==> config.mk <==
export PLATFORM = sky130hd
export DESIGN_NAME = sram_bridge16
export DESIGN_NICKNAME = d
export VERILOG_FILES = /design/src/rtl/sram_bridge16.sv
export SDC_FILE = /design/constraint.sdc
export NUM_CORES = 1
export LEC_CHECK = 0
export BUFFER_PORTS_ARGS = -buffer_cell sky130_fd_sc_hd__clkbuf_2
export CORE_MARGIN = 5
export CORE_UTILIZATION = 36
export CTS_BUF_LIST = sky130_fd_sc_hd__clkbuf_4 sky130_fd_sc_hd__clkbuf_8 sky130_fd_sc_hd__clkbuf_16
export DETAILED_ROUTE_END_ITERATION = 6
export PLACE_DENSITY = 0.65
export SLEW_MARGIN = 15
export SYNTH_ARGS = -nofsm -noshare
export SYNTH_HDL_FRONTEND = slang
export SYNTH_SLANG_ARGS = --single-unit
==> constraint.sdc <==
create_clock -name io_mainClk -period 5.25 [get_ports io_mainClk]
set_input_delay 1.05 -clock io_mainClk [delete_from_list [all_inputs] [get_ports io_mainClk]]
set_output_delay 1.05 -clock io_mainClk [all_outputs]
set_load 0.005 [all_outputs]
==> src/rtl/sram_bridge16.sv <==
// sram_bridge16: 32-bit peripheral bus to 16-bit async SRAM bridge with programmable wait states
// Ports: io_mainClk/io_asyncResetn clock and async active-low reset;
//   io_bus_cmd_* command in (valid/ready/write/address/data/mask), io_bus_rsp_* one-cycle read response;
//   io_sram_* halfword address, data in/out with output enable, active-low cs/we/oe/lb/ub strobes.
module sram_bridge16 #(
  parameter int SRAM_AW     = 18,
  parameter int WAIT_CYCLES = 2
) (
  input  logic               io_mainClk,
  input  logic               io_asyncResetn,
  input  logic               io_bus_cmd_valid,
  output logic               io_bus_cmd_ready,
  input  logic               io_bus_cmd_write,
  input  logic [SRAM_AW:0]   io_bus_cmd_address,
  input  logic [31:0]        io_bus_cmd_data,
  input  logic [3:0]         io_bus_cmd_mask,
  output logic               io_bus_rsp_valid,
  output logic [31:0]        io_bus_rsp_data,
  output logic [SRAM_AW-1:0] io_sram_addr,
  input  logic [15:0]        io_sram_dat_read,
  output logic [15:0]        io_sram_dat_write,
  output logic               io_sram_dat_writeEnable,
  output logic               io_sram_cs,
  output logic               io_sram_we,
  output logic               io_sram_oe,
  output logic               io_sram_lb,
  output logic               io_sram_ub
);
  typedef enum logic [2:0] {IDLE, RD_LO, RD_HI, RSP, WR_SETUP, WR_STROBE, WR_HOLD} state_t;
  localparam logic [3:0] WC = 4'(WAIT_CYCLES);
  state_t state_q, state_d;
  logic [3:0] cnt_q, cnt_d;
  logic half_q, half_d;
  logic [SRAM_AW-2:0] addr_q;
  logic [31:0] data_q, rsp_q;
  logic [3:0] mask_q;
  logic [15:0] lo_q;
  logic [1:0] hmask;
  logic cz, rd, wa, stb;
  logic unused_addr;
  assign unused_addr = ^io_bus_cmd_address[1:0];
  assign cz = cnt_q == 4'd0;
  assign hmask = half_q ? mask_q[3:2] : mask_q[1:0];
  // A write with an all-zero mask parks one cycle in WR_HOLD with hmask=00,
  // so all write strobes below are qualified by the current half being enabled.
  always_comb begin
    state_d = state_q;
    cnt_d = cnt_q;
    half_d = half_q;
    case (state_q)
      IDLE: if (io_bus_cmd_valid) begin
        half_d = io_bus_cmd_write && io_bus_cmd_mask[1:0] == 2'b00;
        cnt_d = WC;
        state_d = !io_bus_cmd_write ? RD_LO : |io_bus_cmd_mask ? WR_SETUP : WR_HOLD;
      end
      RD_LO: begin
        cnt_d = cz ? WC : cnt_q - 4'd1;
        half_d = cz ? 1'b1 : half_q;
        state_d = cz ? RD_HI : RD_LO;
      end
      RD_HI: begin
        cnt_d = cnt_q - 4'd1;
        state_d = cz ? RSP : RD_HI;
      end
      RSP: state_d = IDLE;
      WR_SETUP: begin
        cnt_d = WC;
        state_d = WR_STROBE;
      end
      WR_STROBE: begin
        cnt_d = cnt_q - 4'd1;
        state_d = cz ? WR_HOLD : WR_STROBE;
      end
      WR_HOLD: begin
        half_d = 1'b1;
        state_d = !half_q && |mask_q[3:2] ? WR_SETUP : IDLE;
      end
      default: state_d = IDLE;
    endcase
  end
  always_ff @(posedge io_mainClk or negedge io_asyncResetn) begin
    if (!io_asyncResetn) begin
      state_q <= IDLE;
      cnt_q <= 4'd0;
      half_q <= 1'b0;
      addr_q <= '0;
      data_q <= 32'd0;
      mask_q <= 4'd0;
      lo_q <= 16'd0;
      rsp_q <= 32'd0;
    end else begin
      state_q <= state_d;
      cnt_q <= cnt_d;
      half_q <= half_d;
      if (state_q == IDLE && io_bus_cmd_valid) begin
        addr_q <= io_bus_cmd_address[SRAM_AW:2];
        data_q <= io_bus_cmd_data;
        mask_q <= io_bus_cmd_mask;
      end
      if (state_q == RD_LO && cz) lo_q <= io_sram_dat_read;
      if (state_q == RD_HI && cz) rsp_q <= {io_sram_dat_read, lo_q};
    end
  end
  assign rd = state_q == RD_LO || state_q == RD_HI;
  assign wa = (state_q == WR_SETUP || state_q == WR_STROBE || state_q == WR_HOLD) && |hmask;
  assign stb = state_q == WR_STROBE && |hmask;
  assign io_bus_cmd_ready = state_q == IDLE;
  assign io_bus_rsp_valid = state_q == RSP;
  assign io_bus_rsp_data = rsp_q;
  assign io_sram_addr = {addr_q, half_q};
  assign io_sram_dat_write = half_q ? data_q[31:16] : data_q[15:0];
  assign io_sram_dat_writeEnable = wa;
  assign io_sram_cs = ~(rd | wa);
  assign io_sram_oe = ~rd;
  assign io_sram_we = ~stb;
  assign io_sram_lb = ~(rd | (stb & hmask[0]));
  assign io_sram_ub = ~(rd | (stb & hmask[1]));
endmodule

# == Word-level counts from Yosys, hierarchy flattened ==
# Cells that the tools add are included.
# W data, S select, Z words.
# totals
regBits,109
out_inout_bits,74
input_bits,75
elab_cells,65
# op_classes
n_eq_ne,8
muxes,16
add_sub_neg,1
n_reduce_logical,22
bitwise_logic,10
# op_table
operator,n
$pmux W3 S6,1
$mux W16,1
$pmux W4 S4,1
$eq A3 B3 Y1 const B,3
$mux W3,3
$mux W2,4
$mux W4,2
$logic_and A1 B1 Y1,7
$eq A3 B2 Y1 const B,2
$reduce_or A2 Y1,3
$not A1 Y1,5
$logic_not A4 Y1,1
$ne A2 B2 Y1 const B,2
$reduce_bool A4 Y1,1
$reduce_or A4 Y1,1
$sub A4 B1 Y4 const B,1
$eq A3 B1 Y1 const B,1
$logic_not A3 Y1,1
$logic_or A1 B1 Y1,3
$mux W1,3
$or A1 B1 Y1,3
$pmux W1 S3,1
$reduce_and A3 Y1,1
$reduce_bool A3 Y1,1
other kinds (4),5

# == Longest topological paths before layout ==
# Gate-level depths: netlist of run 1.
# depth
ltp_word,6
depth_mapped,7

# == Worst setup path before layout of run 1 ==
# Ideal clock, no wire load.
# synth_timing
path_type,reg-to-output
startpoint,reg half_q
endpoint,out io_sram_lb
arrival_time_ps,1240
path_stages_with_launch,4
required_ps,4200
path_slack_ps,2960
path_cell_list,dfrtp_1 > buf_1 > mux2_2 > a21oi_1
# synth_via
elab_chain_cells,6
# synth_lines
element,line_no,source
start: declaration,33,"logic half_q, half_d;"
start signal: assignment,94,half_q <= half_d;
$mux W2 *,43,assign hmask = half_q ? mask_q[3:2] : mask_q[1:0];
$reduce_or A2 Y1,106,assign stb = state_q == WR_STROBE && |hmask;
$logic_and A1 B1 Y1,106,
$and A1 B1 Y1 *,116,assign io_sram_lb = ~(rd | (stb & hmask[0]));
$or A1 B1 Y1 *,116,
$not A1 Y1 *,116,
end: declaration,26,"output logic io_sram_lb,"
# Every way passes the cells marked *; elsewhere a longest branch is shown, timed or not.

# == Final worst setup path of run 1 ==
# layout_timing
startpoint,reg half_q
endpoint,out io_sram_dat_writeEnable
# layout_via
elab_chain_cells,3
# layout_lines
element,line_no,source
$mux W2,43,
$reduce_or A2 Y1,105,assign wa = (state_q == WR_SETUP || state_q == WR_STROBE || state_q == WR_HOLD) && |hmask;
$logic_and A1 B1 Y1,105,
end: declaration,22,"output logic io_sram_dat_writeEnable,"
# No other way between the ends.

==> summary.md, run 1 <==
| Metric | Value |
|---|---|
| Status | finished, final reports clean |
| IO Port Bufs | 146 |
| HP Class | register to register |
| Total Routing Usage GR | 13.5% |
| Arrival @ worst endpoint | around 2.2 ns |
| Nets | 527 |
| Post-layout util | 45.7% |
| Hold_buf cts | 0 |
| Final period utilization | roughly 63% |
| Setup violation total in the final timing report | 0 |
| Critical path class | register to primary output |
| Initial DRT Pass Iterations | 4 |
| Tmin final | between 3 and 4 ns |
| Core region area | roughly 13,000 µm² |
| Layout cells sized above 1 | 63.2% |
| Tightest Pin Transition | 1.13 ns |
| Final Cell Area | about 5700 µm² |
| Switching share of power | a little under a third |
| Routability congestion estimate | between 0.8 and 0.9 |
| Worst path cell trace | nor3_1 > a211oi_1 > and2_1 > clkbuf_2 |
| First-pass GRT wire length | approximately 16 mm |
| Buffers & Inverters on Critical Path | 1 |
| Most frequent cells in the layout | 145 x clkbuf_2, 118 x mux2_2, 109 x dfrtp_1 |
| Maximum VDD drop | approximately 0.29 mV |
| Die area | between 15,000 and 20,000 µm² |
| Power Density | between 500 and 600 nW/µm² |
| Die width | roughly 120 µm |
| CTS Buf Count | 9 |
| Inserted Diodes | 0 |
| Synth Instances | slightly above 300 |
| CP max stage cell | dfrtp_1 |
| Slew headroom | ~25% |
| Synth warn | 0 |
| Max Slew Vio Count | 0 |
| Setup WS post-layout | ~2.0 ns |
| Antenna violations before repair | 1 |
| Seq/Total Area, Yosys | between 50% and 60% |
| Syn avg cell area | around 15 µm² |
| Clock latency on the worst-skew pair | 0.35 ns |
| Hold Fails Final Rpt | 0 |
| Root Buffer | clkbuf_16 |
| Post-route clock skew | between 0.006 and 0.007 ns |
| Die height | between 100 and 150 µm |
| Count of state elements after synthesis | 109 |
| Largest net degree at the start of global routing | between 70 and 80 |
| Leak | 2.76 nW |
| Total grt overflow | 0 |
| Most common cell after layout, fill and taps aside | clkbuf_2 |
| Reg power frac | approximately 44% |
| Max cap viols | 0 |
| DR vias/cell | ~4.7 |
| Final hold slack | 0.501 ns |
| Remaining DRCs | 0 |
| Post-Syn Nets | ~390 |
| Placed Cells | 611 |
| Startpoint Class | register |
| DRT Wirelength | between 9 and 10 mm |
| Delay-heaviest family, CP | flip-flops |
| CTS tree | built |
| Cell variety after synth | 39 |
| Setup TNS | 0 ns |
| Final cell count without fillers | roughly 630 |
| Sink Count | between 100 and 150 |
| IO Count | roughly 150 |
| Vias | 2,950 |
| Clock power share | between 10% and 20% |
| RSZ-0062 raised after global routing | no |
| ANT nets after route | 0 |
| Initial core utilization | a little over a third |
| Pre-CTS WS | 2.29 ns |
| Crit. End Element | primary output |
| Sw Pwr | around 1.1 mW |
| Logic pwr share | between 30 and 40% |
| Final-layout fill cell count | roughly 1,200 |
| Post-CTS sizing | 0 |
| Vias in the first global route | 3,201 |
| Synthesis-to-finish area growth | 25.2% |
| Worst Path Max Fanout | 23 |
| Clk slew on worst S/H paths | approximately 0.070 ns |
| Internal power | between 2 and 2.5 mW |
| Postcts setup bufs | 0 |
| DP HPWL | roughly 7 mm |
| Pwr Total | 3.42 mW |
| Fmax | roughly 300 MHz |
| Synth Cell Area | around 4600 µm² |
| CP max stage delay | between 0.9 and 1 ns |
| Area of placed instances | 5440 µm² |
| H-tree Lvls | 3 |
| Clock Path Buffers | 2 |
| Rows | ~40 |
| WP data required | 4.20 ns |
| Wirelength per Cell | between 15 and 20 µm |
| Number of DRC markers in iteration 0 | 78 |
## path summary, 6_finish.rpt
kind,start,to,slack (ns),depth (start not counted)
setup / recovery,half_q,io_sram_dat_writeEnable,1.97,4
hold / removal,lo_q[7],lo_q[7],0.50,1
setup reg to reg,state_q[0],addr_q[8],2.84,3
max in group asynchronous,io_asyncResetn,data_q[25],3.40,2
hold reg to reg,lo_q[7],lo_q[7],0.50,1
min in group asynchronous,io_asyncResetn,io_bus_rsp_data[25],0.81,1
## worst reg2reg max path: stages, from the launching register on
cell and delay [ns]:
dfrtp_1 0.56, nor2_1 0.30, and3_2 0.99, mux2_2 0.44
## synthesized netlist by cell type (all sizes together)
cell type,instances,share of area [%]
a22o,1,0.19
a21o,1,0.16
o21a,1,0.16
and3,2,0.27
nor2,8,0.66
nor4,2,0.27
xnor2,1,0.19
o21ai,3,0.33
inv,7,0.58
o32a,1,0.22
nor3b,3,0.74
ha,2,0.55
nand4b,1,0.19
clkbuf,1,0.082
or2,1,0.14
buf,15,2.0
a31oi,1,0.14
mux2i,1,0.22
dfrtp,109,60
and2,1,0.14
a21oi,9,0.99
nand4,1,0.47
mux2,119,29
nand2,5,0.41
or4b,1,0.22
a22oi,1,0.27
o22ai,1,0.14
nor3,3,0.33
o31ai,1,0.16
a211oi,1,0.16
nor2b,1,0.14
nand2b,1,0.14
nand3,2,0.22
## power groups by stage
stage	combinational (mW)	sequential [mW]	clock (mW)
3_5_place_dp	1.30	1.53	0
6_report	1.27	1.51	0.646
2_1_floorplan	0.856	1.44	0
4_1_cts	1.30	1.51	0.678
3_3_place_gp	1.26	1.49	0
5_1_grt	1.41	1.57	0.710
## metal layers
| metal | share of wire [%] | global-route usage (%) |
|---|---|---|
| met2 | 48 | 21.8 |
| met3 | 9.0 | 5.30 |
| met5 | 0.084 | 0 |
| met1 | 41 | 16.3 |
| met4 | 1.5 | 4.83 |
## final cells by class
| cell class | instances | area [µm²] | area share (%) |
|---|---|---|---|
| Timing Repair Buffer | 147 | 741 | 13.0 |
| Inverter | 7 | 26.3 | 0.459 |
| Clock inverter | 4 | 31.3 | 0.547 |
| Multi-Input combinational cell | 176 | 1730 | 30.2 |
| Clock buffer | 11 | 253 | 4.42 |
| Tap cell | 172 | 215 | 3.76 |
| Sequential cell | 109 | 2730 | 47.7 |
## kinds of logic after synthesis
kind of cell / share of synthesized area [%]
AO/OA/AOI/OAI: 2.93
flip-flops: 59.7
AND/OR/NAND/NOR: 4.33
multiplexers: 29.6
XOR/XNOR: 0.192
adder cells (fa/ha/maj): 0.548
buffers and inverters: 2.68
## flip-flops by register name (all words and copies together) (netlist names)
signal,cells
lo_q,16
cnt_q,4
state_q,3
data_q,32
mask_q,4
addr_q,17
io_bus_rsp_data,32
half_q,1
Note: power is estimated with default switching activity, not from simulation.
==> run 2, diff against run 1 <==
- clock period: 5.25 -> 3.2 ns (I/O delays scaled with it)
==> summary.md, run 2 (synthesis results as in run 1) <==
| Metric | Value |
|---|---|
| Status | finished, final reports clean |
| Final period utilization | 81.5% |
| Vias in the first global route | 3,229 (+0.87%) |
| CTS Buf Count | 9 (unchanged) |
| Number of DRC markers in iteration 0 | 67 (-14%) |
| Die height | 123 µm (unchanged) |
| Pre-CTS WS | 0.918 ns (-1.38 ns) |
| Internal power | 3.90 mW (+66%) |
| Setup WS post-layout | 0.592 ns (-1.37 ns) |
| HP Class | input port to async pin |
| Most common cell after layout, fill and taps aside | clkbuf_2 |
| Remaining DRCs | 0 (unchanged) |
| First-pass GRT wire length | 15.7 mm (-0.17%) |
| Root Buffer | clkbuf_16 |
| Maximum VDD drop | 0.567 mV (+95%) |
| Rows | 41 (unchanged) |
| Setup violation total in the final timing report | 0 (unchanged) |
| DP HPWL | 7.04 mm (+3.2%) |
| Routability congestion estimate | 0.797 (-1.4%) |
| Layout cells sized above 1 | 63.5% (+0.32 points) |
| WP data required | 2.56 ns (-1.64 ns) |
| Clock Path Buffers | 2 (unchanged) |
| IO Count | 149 (unchanged) |
| Arrival @ worst endpoint | 1.97 ns (-0.26 ns) |
| Synthesis-to-finish area growth | 26.3% |
| Die width | 123 µm (unchanged) |
| Post-route clock skew | 0.00508 ns (-0.00164 ns) |
| ANT nets after route | 0 (unchanged) |
| Hold Fails Final Rpt | 0 (unchanged) |
| Clk slew on worst S/H paths | 0.07 ns (about the same) |
| Core region area | 12,500 µm² (unchanged) |
| Max cap viols | 0 (unchanged) |
| Max Slew Vio Count | 0 (unchanged) |
| Tightest Pin Transition | 0.625 ns (-0.505 ns) |
| Switching share of power | 31.0% (-0.23 points) |
| Die area | 15,000 µm² (unchanged) |
| Sink Count | 109 (unchanged) |
| Clock latency on the worst-skew pair | 0.34 ns (about the same) |
| Final cell count without fillers | 630 (+0.64%) |
| Largest net degree at the start of global routing | 63 (-11%) |
| Fmax | about 380 MHz |
| Logic pwr share | 37.7% (+0.6 points) |
| Antenna violations before repair | 1 (unchanged) |
| Setup TNS | 0 ns (unchanged) |
| Total Routing Usage GR | 13.4% (-0.053 points) |
| Final-layout fill cell count | 1,170 (-0.51%) |
| Clock power share | 18.8% (about the same) |
| RSZ-0062 raised after global routing | no |
| Power Density | 979 nW/µm² (+64%) |
| Nets | 530 (+0.57%) |
| Most frequent cells in the layout | 145 x clkbuf_2, 118 x mux2_2, 109 x dfrtp_1 |
| Wirelength per Cell | 15.1 µm (-0.48%) |
| Crit. End Element | primary output |
| Postcts setup bufs | 0 (unchanged) |
| Leak | 2.77 nW (+0.66%) |
| DR vias/cell | 4.70 (-0.20%) |
| Seq. cell area | 2730 µm² (unchanged) |
| Post-CTS sizing | 0 (unchanged) |
| Vias | 2,963 (+0.44%) |
| Reg power frac | 43.6% (-0.5 points) |
| Total grt overflow | 0 (unchanged) |
| Hold_buf cts | 0 (unchanged) |
| Slew headroom | 58.3% (+34 points) |
| DRT Wirelength | 9.52 mm (+0.16%) |
| Critical path class | register to primary output |
| Initial core utilization | 36.5% (unchanged) |
| CTS tree | built |
| Startpoint Class | register |
| Tmin final | between 2 and 3 ns |
| Inserted Diodes | 0 (unchanged) |
| R2R Setup Slk | 0.98 ns (-1.86 ns) |
| Worst Path Max Fanout | 16 (-30%) |
| Placed Cells | 614 (+0.49%) |
| Multi-input logic area | 1730 µm² (unchanged) |
| Sw Pwr | 1.75 mW (+64%) |
| IO Port Bufs | 146 (unchanged) |
| Initial DRT Pass Iterations | 4 (unchanged) |
| H-tree Lvls | 3 (unchanged) |
run 2: layout make-up:
cell class	instances	area share [%]
timing repair buffer	150	13.7
clock inverter	3	0.347
tap	172	3.73
clock buffer	13	4.64
multi-input combinational	176	29.9
sequential	109	47.3
inverter	7	0.455
run 2: critical path: stages (launching register included):
cell	delay [ns]
dfrtp_1	0.74
nor3_1	0.14
a211oi_1	0.41
and2_1	0.21
clkbuf_2	0.12
run 2: path summary, 6_finish.rpt:
path | startpoint | to | cells after the start
worst max register to register | state_q[0] | addr_q[10] | 4
max in group asynchronous | io_asyncResetn | addr_q[14] | 2
worst min-delay path | io_asyncResetn | io_bus_rsp_data[22] | 1
worst max-delay path | half_q | io_sram_dat_writeEnable | 4
worst min register to register | data_q[24] | data_q[24] | 1
min in group io_mainClk | data_q[24] | data_q[24] | 1
run 2: stage by stage:
stage,cell area [µm²],utilization (%),power (mW),hold slack [ns]
finish,5770,46.1,5.65,0.301
global route,5770,46.1,6.08,0.339
CTS,5770,46.1,5.75,0.314
detailed placement,5480,43.8,4.66,0.490
global placement,5480,43.8,4.55,0.481
floorplan,4570,-,3.77,0.344
run 2: power by group through the flow:
stage          logic (mW)  registers [mW]  clock network, mW
3_5_place_dp         2.17            2.49                  0
6_report             2.13            2.46               1.06
2_1_floorplan        1.40            2.36                  0
3_3_place_gp         2.11            2.44                  0
4_1_cts              2.18            2.47               1.11
5_1_grt              2.36            2.55               1.17
run 2: routing by layer:
layer  part of all wire, %  GRT usage, %
met5                  0.14             0
met4                   1.4          3.78
met1                    41          16.0
met3                   9.1          6.41
met2                    48          21.6
==> run 3, diff against run 2 <==
- PLACE_DENSITY: 0.65 -> 0.67
- clock period: 3.2 -> 2.3 ns (I/O delays scaled with it)
==> summary.md, run 3 (synthesis results as in run 1) <==
| Metric | Value |
|---|---|
| Placed Cells | 617 (+0.49%) |
| Crit. End Element | primary output |
| Die height | 123 µm (unchanged) |
| IO Count | 149 (unchanged) |
| IO Port Bufs | 146 (unchanged) |
| ANT nets after route | 0 (unchanged) |
| Setup TNS | 0 ns (unchanged) |
| Vias in the first global route | 3,125 (-3.2%) |
| Die area | 15,000 µm² (unchanged) |
| Setup violation total in the final timing report | 0 (unchanged) |
| CTS tree | built |
| Wirelength per Cell | 15.2 µm (+0.33%) |
| Leak | 2.83 nW (+2.1%) |
| Tmin final | around 2.1 ns |
| Total grt overflow | 0 (unchanged) |
| Root Buffer | clkbuf_16 |
| Final hold slack | 0.0643 ns (-0.237 ns) |
| Worst Path Max Fanout | 14 (-2) |
| First-pass GRT wire length | 15.7 mm (-0.22%) |
| Total Routing Usage GR | 13.5% (+0.070 points) |
| Arrival @ worst endpoint | 1.65 ns (-0.32 ns) |
| Post-route clock skew | 0.00620 ns (+0.00112 ns) |
| Worst path cell trace | nor2b_1 > a21oi_1 > clkbuf_2 |
| Initial DRT Pass Iterations | 5 (+1) |
| Max cap viols | 0 (unchanged) |
| Hold_buf cts | 0 (unchanged) |
| Post-CTS sizing | 0 (unchanged) |
| Buffers & Inverters on Critical Path | 1 (unchanged) |
| Clock Path Buffers | 2 (unchanged) |
| CP max stage cell | dfrtp_1 |
| Register-to-Register Path Depth | 5 (+1) |
| Hold Fails Final Rpt | 0 (unchanged) |
| Clk slew on worst S/H paths | 0.07 ns (about the same) |
| Initial core utilization | 36.5% (unchanged) |
| Number of DRC markers in iteration 0 | 127 (+90%) |
| Synthesis-to-finish area growth | 28.6% |
| WP data required | 1.84 ns (-0.72 ns) |
| HP Class | input port to async pin |
| Die width | 123 µm (unchanged) |
| Vias | 2,925 (-1.3%) |
| Status | finished, final reports clean |
| Delay-heaviest family, CP | flip-flops |
| DP HPWL | 7.05 mm (+0.17%) |
| Power Density | 1400 nW/µm² (+43%) |
| H-tree Lvls | 3 (unchanged) |
| Final cell count without fillers | 633 (+0.48%) |
| Maximum VDD drop | 0.524 mV (-7.6%) |
| Rows | 41 (unchanged) |
| Postcts setup bufs | 0 (unchanged) |
| Sink Count | 109 (unchanged) |
| Nets | 533 (+0.57%) |
| Max Slew Vio Count | 0 (unchanged) |
| CP max stage delay | 0.62 ns (-0.12 ns) |
| Fmax | about 470 MHz |
| Final period utilization | between 90 and 100% |
| RSZ-0062 raised after global routing | no |
| Most frequent cells in the layout | 145 x clkbuf_2, 118 x mux2_2, 109 x dfrtp_1 |
| CTS Buf Count | 9 (unchanged) |
| Pwr Total | 8.23 mW (+46%) |
| Startpoint Class | register |
| Layout cells sized above 1 | 63.6% (about the same) |
| Inserted Diodes | 0 (unchanged) |
| Routability congestion estimate | 0.754 (-5.5%) |
| Remaining DRCs | 0 (unchanged) |
| Critical path class | register to primary output |
| DR vias/cell | 4.62 (-1.8%) |
| Core region area | 12,500 µm² (unchanged) |
| Tightest Pin Transition | 0.489 ns (-0.137 ns) |
| Critical Path Stages | 3 (-1) |
| Clock latency on the worst-skew pair | 0.35 ns (about the same) |
| Slew headroom | 67.4% (+9.1 points) |
| Post-layout util | 46.9% (+0.84 points) |
| Most common cell after layout, fill and taps aside | clkbuf_2 |
| DRT Wirelength | 9.60 mm (+0.81%) |
| Largest net degree at the start of global routing | 50 (-21%) |
| Antenna violations before repair | 1 (unchanged) |
==> run 3: cell count changes in the layout (fill, tap and decap cells not counted) <==
| cell | delta |
|---|---|
| clkbuf_8 | -2 |
| nand3_1 | +1 |
| bufinv_16 | +4 |
| clkbuf_4 | -2 |
| clkinvlp_4 | -1 |
| clkinv_2 | +1 |
| buf_12 | +1 |
| buf_4 | +2 |
| nand3_2 | -1 |
==> run 3: layer usage <==
metal  vias to the layer above  global-route usage [%]  part of all wire [%]
li1                       1394                       -                     -
met2                       102                    21.1                    47
met4                         2                    4.97                   1.4
met3                        14                    5.25                   8.8
met1                      1413                    16.9                    43
met5                         -                       0                  0.14
==> run 3: worst paths after layout <==
| kind | from | end | slack [ns] |
|---|---|---|---|
| max | state_q[0] | io_sram_lb | 0.19 |
| max in group asynchronous | io_asyncResetn | lo_q[1] | 1.61 |
| min in group io_mainClk | io_bus_cmd_address[16] | addr_q[14] | 0.34 |
| min | io_asyncResetn | data_q[22] | 0.06 |
| min reg2reg | lo_q[10] | io_bus_rsp_data[10] | 0.50 |
| max reg2reg | cnt_q[0] | lo_q[2] | 0.38 |
==> run 3: report_power, final <==
| part | internal [mW] | leakage [nW] | total, mW | switching (mW) |
|---|---|---|---|---|
| Combinational | 1.78 | 1.34 | 3.00 | 1.22 |
| Sequential | 2.84 | 1.32 | 3.37 | 0.534 |
| Clock | 1.17 | 0.175 | 1.86 | 0.690 |
==> run 3: cell type report <==
type	instances	area [µm²]
clock buffers	9	225
repair buffers	153	823
flip-flops and latches	109	2730
multi-input cells	176	1720
fillers	1169	6640
clock inverters	7	138
well taps	172	215
inverters	7	26.3
==> run 3: metrics by stage <==
step | worst slack, ns | instance area, µm²
floorplan | 0.600 | 4570
global placement | 0.431 | 5510
detailed placement | 0.363 | 5510
CTS | 0.175 | 5880
global route | 0.0570 | 5880
finish | 0.189 | 5880
